## config.mk

```make
export PLATFORM = sky130hd
export DESIGN_NAME = rx_ack_sched
export DESIGN_NICKNAME = d
export VERILOG_FILES = /design/src/rtl/rx_ack_sched.sv
export SDC_FILE = /design/constraint.sdc
export NUM_CORES = 2
export LEC_CHECK = 0
export ABC_AREA = 0
export CAP_MARGIN = 20
export CORE_MARGIN = 4
export CORE_UTILIZATION = 35
export CTS_BUF_LIST = sky130_fd_sc_hd__clkbuf_2
export DETAILED_ROUTE_END_ITERATION = 16
export HOLD_SLACK_MARGIN = 0.1
export SLEW_MARGIN = 40
export SYNTH_ARGS = -nofsm -noshare
export SYNTH_HDL_FRONTEND = slang
export SYNTH_SLANG_ARGS = --single-unit
```

## constraint.sdc

```tcl
create_clock -name clk -period 33.7 [get_ports clk]
set_clock_uncertainty 0.2 [all_clocks]
set_input_delay 5.055 -clock clk [delete_from_list [all_inputs] [get_ports clk]]
set_output_delay 5.055 -clock clk [all_outputs]
set_load 0.02 [all_outputs]
```

## src/rtl/rx_ack_sched.sv

```systemverilog
// rx_ack_sched: per-flow RX acknowledgement controller. Checks each arriving
// segment for in-order delivery and slot space, obtains a payload buffer from
// the allocator, then commits ack/tail/window and reports the result.
module rx_ack_sched #(
   parameter int unsigned NUM_FLOWS = 8,
   parameter int unsigned ACK_NUM_W = 32,
   parameter int unsigned LEN_W     = 16,
   parameter int unsigned RX_IDX_W  = 3,
   parameter int unsigned WIN_W     = 17,
   localparam int unsigned FLOWID_W = $clog2(NUM_FLOWS),
   localparam int unsigned IDX_W    = RX_IDX_W + 1
) (
   input  logic                 clk,
   input  logic                 rst,
   input  logic                 init_val,
   input  logic [FLOWID_W-1:0]  init_flowid,
   input  logic [ACK_NUM_W-1:0] init_ack_num,
   input  logic [WIN_W-1:0]     init_win,
   output logic                 init_rdy,
   input  logic                 pkt_val,
   input  logic [FLOWID_W-1:0]  pkt_flowid,
   input  logic [ACK_NUM_W-1:0] pkt_seq_num,
   input  logic [LEN_W-1:0]     pkt_len,
   output logic                 pkt_rdy,
   output logic                 malloc_req_val,
   output logic [FLOWID_W-1:0]  malloc_req_flowid,
   output logic [LEN_W-1:0]     malloc_req_len,
   input  logic                 malloc_req_rdy,
   input  logic                 malloc_resp_val,
   input  logic                 malloc_resp_success,
   input  logic [WIN_W-1:0]     malloc_resp_space,
   output logic                 malloc_resp_rdy,
   input  logic                 head_upd_val,
   input  logic [FLOWID_W-1:0]  head_upd_flowid,
   input  logic [IDX_W-1:0]     head_upd_idx,
   output logic                 res_val,
   output logic [FLOWID_W-1:0]  res_flowid,
   output logic                 res_accept,
   output logic [ACK_NUM_W-1:0] res_ack_num,
   output logic [IDX_W-1:0]     res_slot_idx,
   output logic [WIN_W-1:0]     res_win,
   input  logic                 res_rdy
);

   localparam int unsigned SLOTS = 1 << RX_IDX_W;

   typedef enum logic [2:0] {
      ST_IDLE, ST_CHECK, ST_MREQ, ST_MRESP, ST_RESULT
   } state_t;

   state_t state_q, state_d;

   // per-flow receive state
   logic [ACK_NUM_W-1:0] ack_q  [NUM_FLOWS];
   logic [ACK_NUM_W-1:0] ack_d  [NUM_FLOWS];
   logic [IDX_W-1:0]     tail_q [NUM_FLOWS];
   logic [IDX_W-1:0]     tail_d [NUM_FLOWS];
   logic [IDX_W-1:0]     head_q [NUM_FLOWS];
   logic [IDX_W-1:0]     head_d [NUM_FLOWS];
   logic [WIN_W-1:0]     win_q  [NUM_FLOWS];
   logic [WIN_W-1:0]     win_d  [NUM_FLOWS];

   // latched in-flight segment
   logic [FLOWID_W-1:0]  lat_flow_q, lat_flow_d;
   logic [ACK_NUM_W-1:0] lat_seq_q, lat_seq_d;
   logic [LEN_W-1:0]     lat_len_q, lat_len_d;

   // registered handshake outputs and result
   logic                 init_rdy_q, init_rdy_d;
   logic                 req_val_q, req_val_d;
   logic                 resp_rdy_q, resp_rdy_d;
   logic                 res_val_q, res_val_d;
   logic [FLOWID_W-1:0]  res_flow_q, res_flow_d;
   logic                 res_acc_q, res_acc_d;
   logic [ACK_NUM_W-1:0] res_ack_q, res_ack_d;
   logic [IDX_W-1:0]     res_slot_q, res_slot_d;
   logic [WIN_W-1:0]     res_win_q, res_win_d;

   logic                 init_hs, pkt_hs;
   logic [IDX_W-1:0]     used;
   logic                 can_go;
   logic [ACK_NUM_W-1:0] new_ack;
   logic [WIN_W-1:0]     len_w;
   logic [WIN_W-1:0]     win_sat;

   assign init_hs = init_val & init_rdy_q;
   assign pkt_hs  = pkt_val & init_rdy_q & ~init_val;

   // next-state, flow-state update and registered-output computation
   always_comb begin
      state_d    = state_q;
      ack_d      = ack_q;
      tail_d     = tail_q;
      head_d     = head_q;
      win_d      = win_q;
      lat_flow_d = lat_flow_q;
      lat_seq_d  = lat_seq_q;
      lat_len_d  = lat_len_q;
      res_val_d  = res_val_q;
      res_flow_d = res_flow_q;
      res_acc_d  = res_acc_q;
      res_ack_d  = res_ack_q;
      res_slot_d = res_slot_q;
      res_win_d  = res_win_q;

      used    = tail_q[lat_flow_q] - head_q[lat_flow_q];
      can_go  = (lat_seq_q == ack_q[lat_flow_q]) && (used < IDX_W'(SLOTS));
      new_ack = lat_seq_q + ACK_NUM_W'(lat_len_q);
      len_w   = WIN_W'(lat_len_q);
      win_sat = (malloc_resp_space > len_w) ? (malloc_resp_space - len_w) : '0;

      case (state_q)
         ST_IDLE: begin
            if (init_hs) begin
               ack_d[init_flowid]  = init_ack_num;
               tail_d[init_flowid] = '0;
               head_d[init_flowid] = '0;
               win_d[init_flowid]  = init_win;
            end else if (pkt_hs) begin
               lat_flow_d = pkt_flowid;
               lat_seq_d  = pkt_seq_num;
               lat_len_d  = pkt_len;
               state_d    = ST_CHECK;
            end
         end
         ST_CHECK: begin
            if (can_go) begin
               state_d = ST_MREQ;
            end else begin
               res_flow_d = lat_flow_q;
               res_acc_d  = 1'b0;
               res_ack_d  = ack_q[lat_flow_q];
               res_slot_d = '0;
               res_win_d  = win_q[lat_flow_q];
               state_d    = ST_RESULT;
            end
         end
         ST_MREQ: begin
            if (malloc_req_rdy) state_d = ST_MRESP;
         end
         ST_MRESP: begin
            if (malloc_resp_val) begin
               res_flow_d = lat_flow_q;
               if (malloc_resp_success) begin
                  ack_d[lat_flow_q]  = new_ack;
                  tail_d[lat_flow_q] = tail_q[lat_flow_q] + IDX_W'(1);
                  win_d[lat_flow_q]  = win_sat;
                  res_acc_d  = 1'b1;
                  res_ack_d  = new_ack;
                  res_slot_d = tail_q[lat_flow_q];
                  res_win_d  = win_sat;
               end else begin
                  win_d[lat_flow_q] = malloc_resp_space;
                  res_acc_d  = 1'b0;
                  res_ack_d  = ack_q[lat_flow_q];
                  res_slot_d = '0;
                  res_win_d  = malloc_resp_space;
               end
               state_d = ST_RESULT;
            end
         end
         ST_RESULT: begin
            if (!res_val_q) begin
               res_val_d = 1'b1;
            end else if (res_rdy) begin
               res_val_d = 1'b0;
               state_d   = ST_IDLE;
            end
         end
         default: state_d = ST_IDLE;
      endcase

      // application head updates are accepted in any state
      if (head_upd_val) head_d[head_upd_flowid] = head_upd_idx;

      init_rdy_d = (state_d == ST_IDLE);
      req_val_d  = (state_d == ST_MREQ);
      resp_rdy_d = (state_d == ST_MRESP);
   end

   // state, flow arrays and output registers
   always_ff @(posedge clk or posedge rst) begin
      if (rst) begin
         state_q <= ST_IDLE;
         for (int i = 0; i < int'(NUM_FLOWS); i++) begin
            ack_q[i]  <= '0;
            tail_q[i] <= '0;
            head_q[i] <= '0;
            win_q[i]  <= '0;
         end
         lat_flow_q <= '0;
         lat_seq_q  <= '0;
         lat_len_q  <= '0;
         init_rdy_q <= 1'b0;
         req_val_q  <= 1'b0;
         resp_rdy_q <= 1'b0;
         res_val_q  <= 1'b0;
         res_flow_q <= '0;
         res_acc_q  <= 1'b0;
         res_ack_q  <= '0;
         res_slot_q <= '0;
         res_win_q  <= '0;
      end else begin
         state_q    <= state_d;
         ack_q      <= ack_d;
         tail_q     <= tail_d;
         head_q     <= head_d;
         win_q      <= win_d;
         lat_flow_q <= lat_flow_d;
         lat_seq_q  <= lat_seq_d;
         lat_len_q  <= lat_len_d;
         init_rdy_q <= init_rdy_d;
         req_val_q  <= req_val_d;
         resp_rdy_q <= resp_rdy_d;
         res_val_q  <= res_val_d;
         res_flow_q <= res_flow_d;
         res_acc_q  <= res_acc_d;
         res_ack_q  <= res_ack_d;
         res_slot_q <= res_slot_d;
         res_win_q  <= res_win_d;
      end
   end

   assign init_rdy          = init_rdy_q;
   assign pkt_rdy           = init_rdy_q & ~init_val;
   assign malloc_req_val    = req_val_q;
   assign malloc_req_flowid = lat_flow_q;
   assign malloc_req_len    = lat_len_q;
   assign malloc_resp_rdy   = resp_rdy_q;
   assign res_val           = res_val_q;
   assign res_flowid        = res_flow_q;
   assign res_accept        = res_acc_q;
   assign res_ack_num       = res_ack_q;
   assign res_slot_idx      = res_slot_q;
   assign res_win           = res_win_q;

endmodule

```

==> flow_summary.html <==
<table>
<tr><th>Metric</th><th>Value</th></tr>
<tr><th colspan="2">Routing</th></tr>
<tr><td>Detail-routed via count per cell</td><td>6.181</td></tr>
<tr><td>Number of DRC violations after detailed-routing iteration 0</td><td>2,954</td></tr>
<tr><td>Average wire length per cell after detail routing</td><td>28.04 um</td></tr>
<tr><td>Routed Wire Length</td><td>125.7 mm</td></tr>
<tr><td>Vias</td><td>27,703</td></tr>
<tr><td>Total iterations of the first detailed-routing run</td><td>7</td></tr>
<tr><td>Drt drc</td><td>0</td></tr>
<tr><td>Number of nets with antenna violations after routing</td><td>0</td></tr>
<tr><th colspan="2">Floorplanning</th></tr>
<tr><td>Die footprint</td><td>93,130 sq um</td></tr>
<tr><td>Height of the die</td><td>305.2 um</td></tr>
<tr><td>I/O pins</td><td>217</td></tr>
<tr><td>Rows</td><td>108</td></tr>
<tr><td>Starting Density</td><td>0.3547</td></tr>
<tr><td>Total core area</td><td>87,160 sq um</td></tr>
<tr><td>Horizontal die dimension</td><td>305.2 um</td></tr>
<tr><th colspan="2">Setup path</th></tr>
<tr><td>Kind of launch point of the worst setup path</td><td>primary input</td></tr>
<tr><td>Required time of the critical path</td><td>28.44 ns</td></tr>
<tr><td>Arrival time at the worst endpoint</td><td>6.27 ns</td></tr>
<tr><td>Critical Path End Type</td><td>primary output</td></tr>
<tr><td>Largest driver fanout on the critical path</td><td>2</td></tr>
<tr><td>CP Class</td><td>in2out</td></tr>
<tr><th colspan="2">Clocking</th></tr>
<tr><td>Total clock buffers created by CTS</td><td>149</td></tr>
<tr><td>Clock sink count</td><td>571</td></tr>
<tr><td>Resize count post-CTS</td><td>0</td></tr>
<tr><td>Clock root cell</td><td>clkbuf_2</td></tr>
<tr><td>Clock slew at the register clock pins of the worst setup and hold paths</td><td>0.09 ns</td></tr>
<tr><td>Skew-Pair Late Insertion Delay</td><td>1.42 ns</td></tr>
<tr><td>Max clock buf depth</td><td>3</td></tr>
<tr><td>Number of buffers inserted to repair setup after CTS</td><td>0</td></tr>
<tr><td>Clock tree from TritonCTS</td><td>built</td></tr>
<tr><td>CTS Hold Buffers Added</td><td>0</td></tr>
<tr><td>Number of H-tree levels</td><td>4</td></tr>
<tr><th colspan="2">Global routing</th></tr>
<tr><td>Congestion Overflow GR</td><td>0</td></tr>
<tr><td>Global-route met3 utilization</td><td>0.06231</td></tr>
<tr><td>Vias in the first global route</td><td>27,272</td></tr>
<tr><td>Wire length of the first global-routing pass</td><td>184.7 mm</td></tr>
<tr><td>Antenna violations before repair</td><td>10</td></tr>
<tr><td>GRT Util Overall</td><td>0.2629</td></tr>
<tr><td>Met1 capacity usage during global routing</td><td>0.3542</td></tr>
<tr><td>Top Usage Layer GRT</td><td>met2</td></tr>
<tr><td>Global routing usage on met2</td><td>0.4004</td></tr>
<tr><td>Largest net degree at the start of global routing</td><td>111</td></tr>
<tr><th colspan="2">Place</th></tr>
<tr><td>Global placer's final weighted congestion</td><td>0.8888</td></tr>
<tr><td>Cell area reported after detailed placement</td><td>34,500 sq um</td></tr>
<tr><td>Total of buffers placed on input and output ports</td><td>216</td></tr>
<tr><td>Detailed Place HPWL</td><td>78.86 mm</td></tr>
<tr><th colspan="2">Logic synthesis</th></tr>
<tr><td>Commonest register cell after synthesis</td><td>dfrtp_1</td></tr>
<tr><td>Per-instance average area after synthesis</td><td>10.26 sq um</td></tr>
<tr><td>Synthesized area</td><td>30,910 sq um</td></tr>
<tr><td>Proportion of netlist area held by the largest area contributor</td><td>0.4623</td></tr>
<tr><td>Netlist cell types</td><td>77</td></tr>
<tr><td>Gate count of the mapped netlist</td><td>3,013</td></tr>
<tr><td>Proportion of synthesized chip area in sequential cells</td><td>0.4623</td></tr>
<tr><td>Total number of yosys warnings</td><td>0</td></tr>
<tr><td>Number of flops mapped to enable cells by yosys</td><td>0</td></tr>
<tr><td>Largest area contributor in the synthesized netlist</td><td>dfrtp_1</td></tr>
<tr><td>Post-synth net total</td><td>3,186</td></tr>
<tr><td>Seq cells post-synth</td><td>571</td></tr>
<tr><td>Cells taking the most area after synthesis</td><td>dfrtp_1 (46%), o221ai_1 (5.9%), o21a_1 (5.3%)</td></tr>
<tr><td>Fraction of registers with async set or reset after synthesis</td><td>1.000</td></tr>
<tr><th colspan="2">Timing</th></tr>
<tr><td>Worst hold slack after final layout</td><td>0.2862 ns</td></tr>
<tr><td>Max-slew violation count</td><td>0</td></tr>
<tr><td>Worst slew slack as a fraction of its limit</td><td>0.3689</td></tr>
<tr><td>Maximum achievable frequency</td><td>86.79 MHz</td></tr>
<tr><td>Hold violation total from the final report</td><td>0</td></tr>
<tr><td>RSZ-0062 raised after global routing</td><td>no</td></tr>
<tr><td>Total setup violations reported at the end of the flow</td><td>0</td></tr>
<tr><td>Total Negative Setup Slacks</td><td>0 ns</td></tr>
<tr><td>Period minus WS final</td><td>11.52 ns</td></tr>
<tr><td>Measured slew at the worst slew-check pin</td><td>0.9466 ns</td></tr>
<tr><td>Final period util</td><td>0.3419</td></tr>
<tr><th colspan="2">Final layout</th></tr>
<tr><td>Final non-filler cell area</td><td>35,990 sq um</td></tr>
<tr><td>Layout filler cell count</td><td>8,696</td></tr>
<tr><td>Commonest cells after routing, fill and taps aside</td><td>dfrtp_1 (568), nand2_1 (283), nor2_1 (262)</td></tr>
<tr><td>Net count, final</td><td>3,392</td></tr>
<tr><td>Final standard cell utilization of the core</td><td>0.4129</td></tr>
<tr><td>Most common cell after layout, fill and taps aside</td><td>dfrtp_1</td></tr>
<tr><td>Layout cell share with drive strength beyond 1</td><td>0.1679</td></tr>
<tr><td>Growth of design area from synthesis to finish</td><td>16.43%</td></tr>
<tr><th colspan="2">Power</th></tr>
<tr><td>Static leakage</td><td>14.85 nW</td></tr>
<tr><td>Power per Cell Area</td><td>94.84 nW/um^2</td></tr>
<tr><td>Highest ir drop seen on vdd</td><td>0.06538 mV</td></tr>
<tr><th colspan="2">Hold path</th></tr>
<tr><td>Type of the worst min-delay path</td><td>reg2reg</td></tr>
<tr><th colspan="2">Flow run</th></tr>
<tr><td>Count of maximum capacitance violations</td><td>0</td></tr>
<tr><th colspan="2">Outcome</th></tr>
<tr><td>Outcome</td><td>finished clean</td></tr>
</table>
-- critical path: stages --
cell and delay (ns):
clkdlybuf4s50_1 0.42, nor2b_1 0.15, clkdlybuf4s50_1 0.63
-- area by class of cell --
type | count | area (sq um) | share of cell area
clock inverter | 42 | 320.3 | 0.008900
sequential | 571 | 14300 | 0.3973
clock buffer | 208 | 1041 | 0.02892
antenna | 9 | 22.52 | 0.0006258
tap | 1155 | 1445 | 0.04015
inverter | 36 | 142.6 | 0.003963
timing repair buffer | 323 | 3112 | 0.08646
multi-input combinational | 2138 | 15610 | 0.4337
-- through the flow --
stage | power, mW | setup slack, ns | instances
after floorplan | 2.225 | 12.47 | 3013
after global placement | 2.833 | 22.16 | 4209
after detailed placement | 2.864 | 22.18 | 4220
after CTS | 3.390 | 22.18 | 4470
after global routing | 3.596 | 22.12 | 4480
final | 3.413 | 22.18 | 4482
-- report_power, final --
part / switching [mW] / internal (mW) / total [mW] / leakage, nW
clock network: 0.311 / 0.210 / 0.522 / 1.01
logic: 0.997 / 0.699 / 1.70 / 6.76
registers: 0.221 / 0.975 / 1.20 / 7.08
total: 1.53 / 1.88 / 3.41 / 14.9
-- flip-flops by register name, summed over array words and instances, names as in the netlist --
register and cells:
ack_q 256, win_q 136, head_q 32, lat_seq_q 32
res_ack_num 32, tail_q 32, res_win 17, malloc_req_len 16
res_slot_idx 4, malloc_req_flowid 3, res_flowid 3, state_q 3
init_rdy 1, malloc_req_val 1, malloc_resp_rdy 1, res_accept 1
res_val 1
-- final timing paths --
path	cells after the start	from	end	slack, ns
min in group asynchronous	2	rst	res_ack_num[6]$_DFFE_PP0P_	3.89
hold / removal	2	ack_q[42]$_DFFE_PP0P_	ack_q[42]$_DFFE_PP0P_	0.29
max in group asynchronous	5	rst	ack_q[150]$_DFFE_PP0P_	27.40
setup reg to reg	12	malloc_req_flowid[2]$_DFFE_PP0P_	res_win[4]$_DFFE_PP0P_	27.19
setup / recovery	3	init_val	pkt_rdy	22.18
hold reg to reg	2	ack_q[42]$_DFFE_PP0P_	ack_q[42]$_DFFE_PP0P_	0.29
-- synth_stat cells, types with 34 or more instances --
library cell and instances:
mux2_2 53, inv_1 34, dfrtp_1 571, o221ai_1 208
clkbuf_1 183, mux4_2 46, xnor2_1 43, o21ai_0 217
a22o_1 34, nor2_1 282, ha_1 35, mux2_4 50
o21a_1 218, a221oi_1 79, mux2i_1 86, a21oi_1 101
buf_1 38, a22oi_1 97, nand2_1 285
-- routing by layer --
layer	routed length (um)	part of all wire
met1	51180	0.41
met2	56150	0.45
met3	12400	0.099
met4	5957	0.047
met5	0	0
-- logic make-up (layout without fill, tap and decap cells) --
kind of cell	Yosys count	count (layout)	share of synthesized area
buffers and inverters	304	609	0.04161
AND/OR/NAND/NOR	694	694	0.09520
other	0	9	0
flip-flops	571	571	0.4623
multiplexers	238	238	0.1064
XOR/XNOR	72	72	0.02040
adder cells (fa/ha/maj)	37	37	0.01546
AO/OA/AOI/OAI	1097	1097	0.2587
Power figures use the tool's default switching activity.
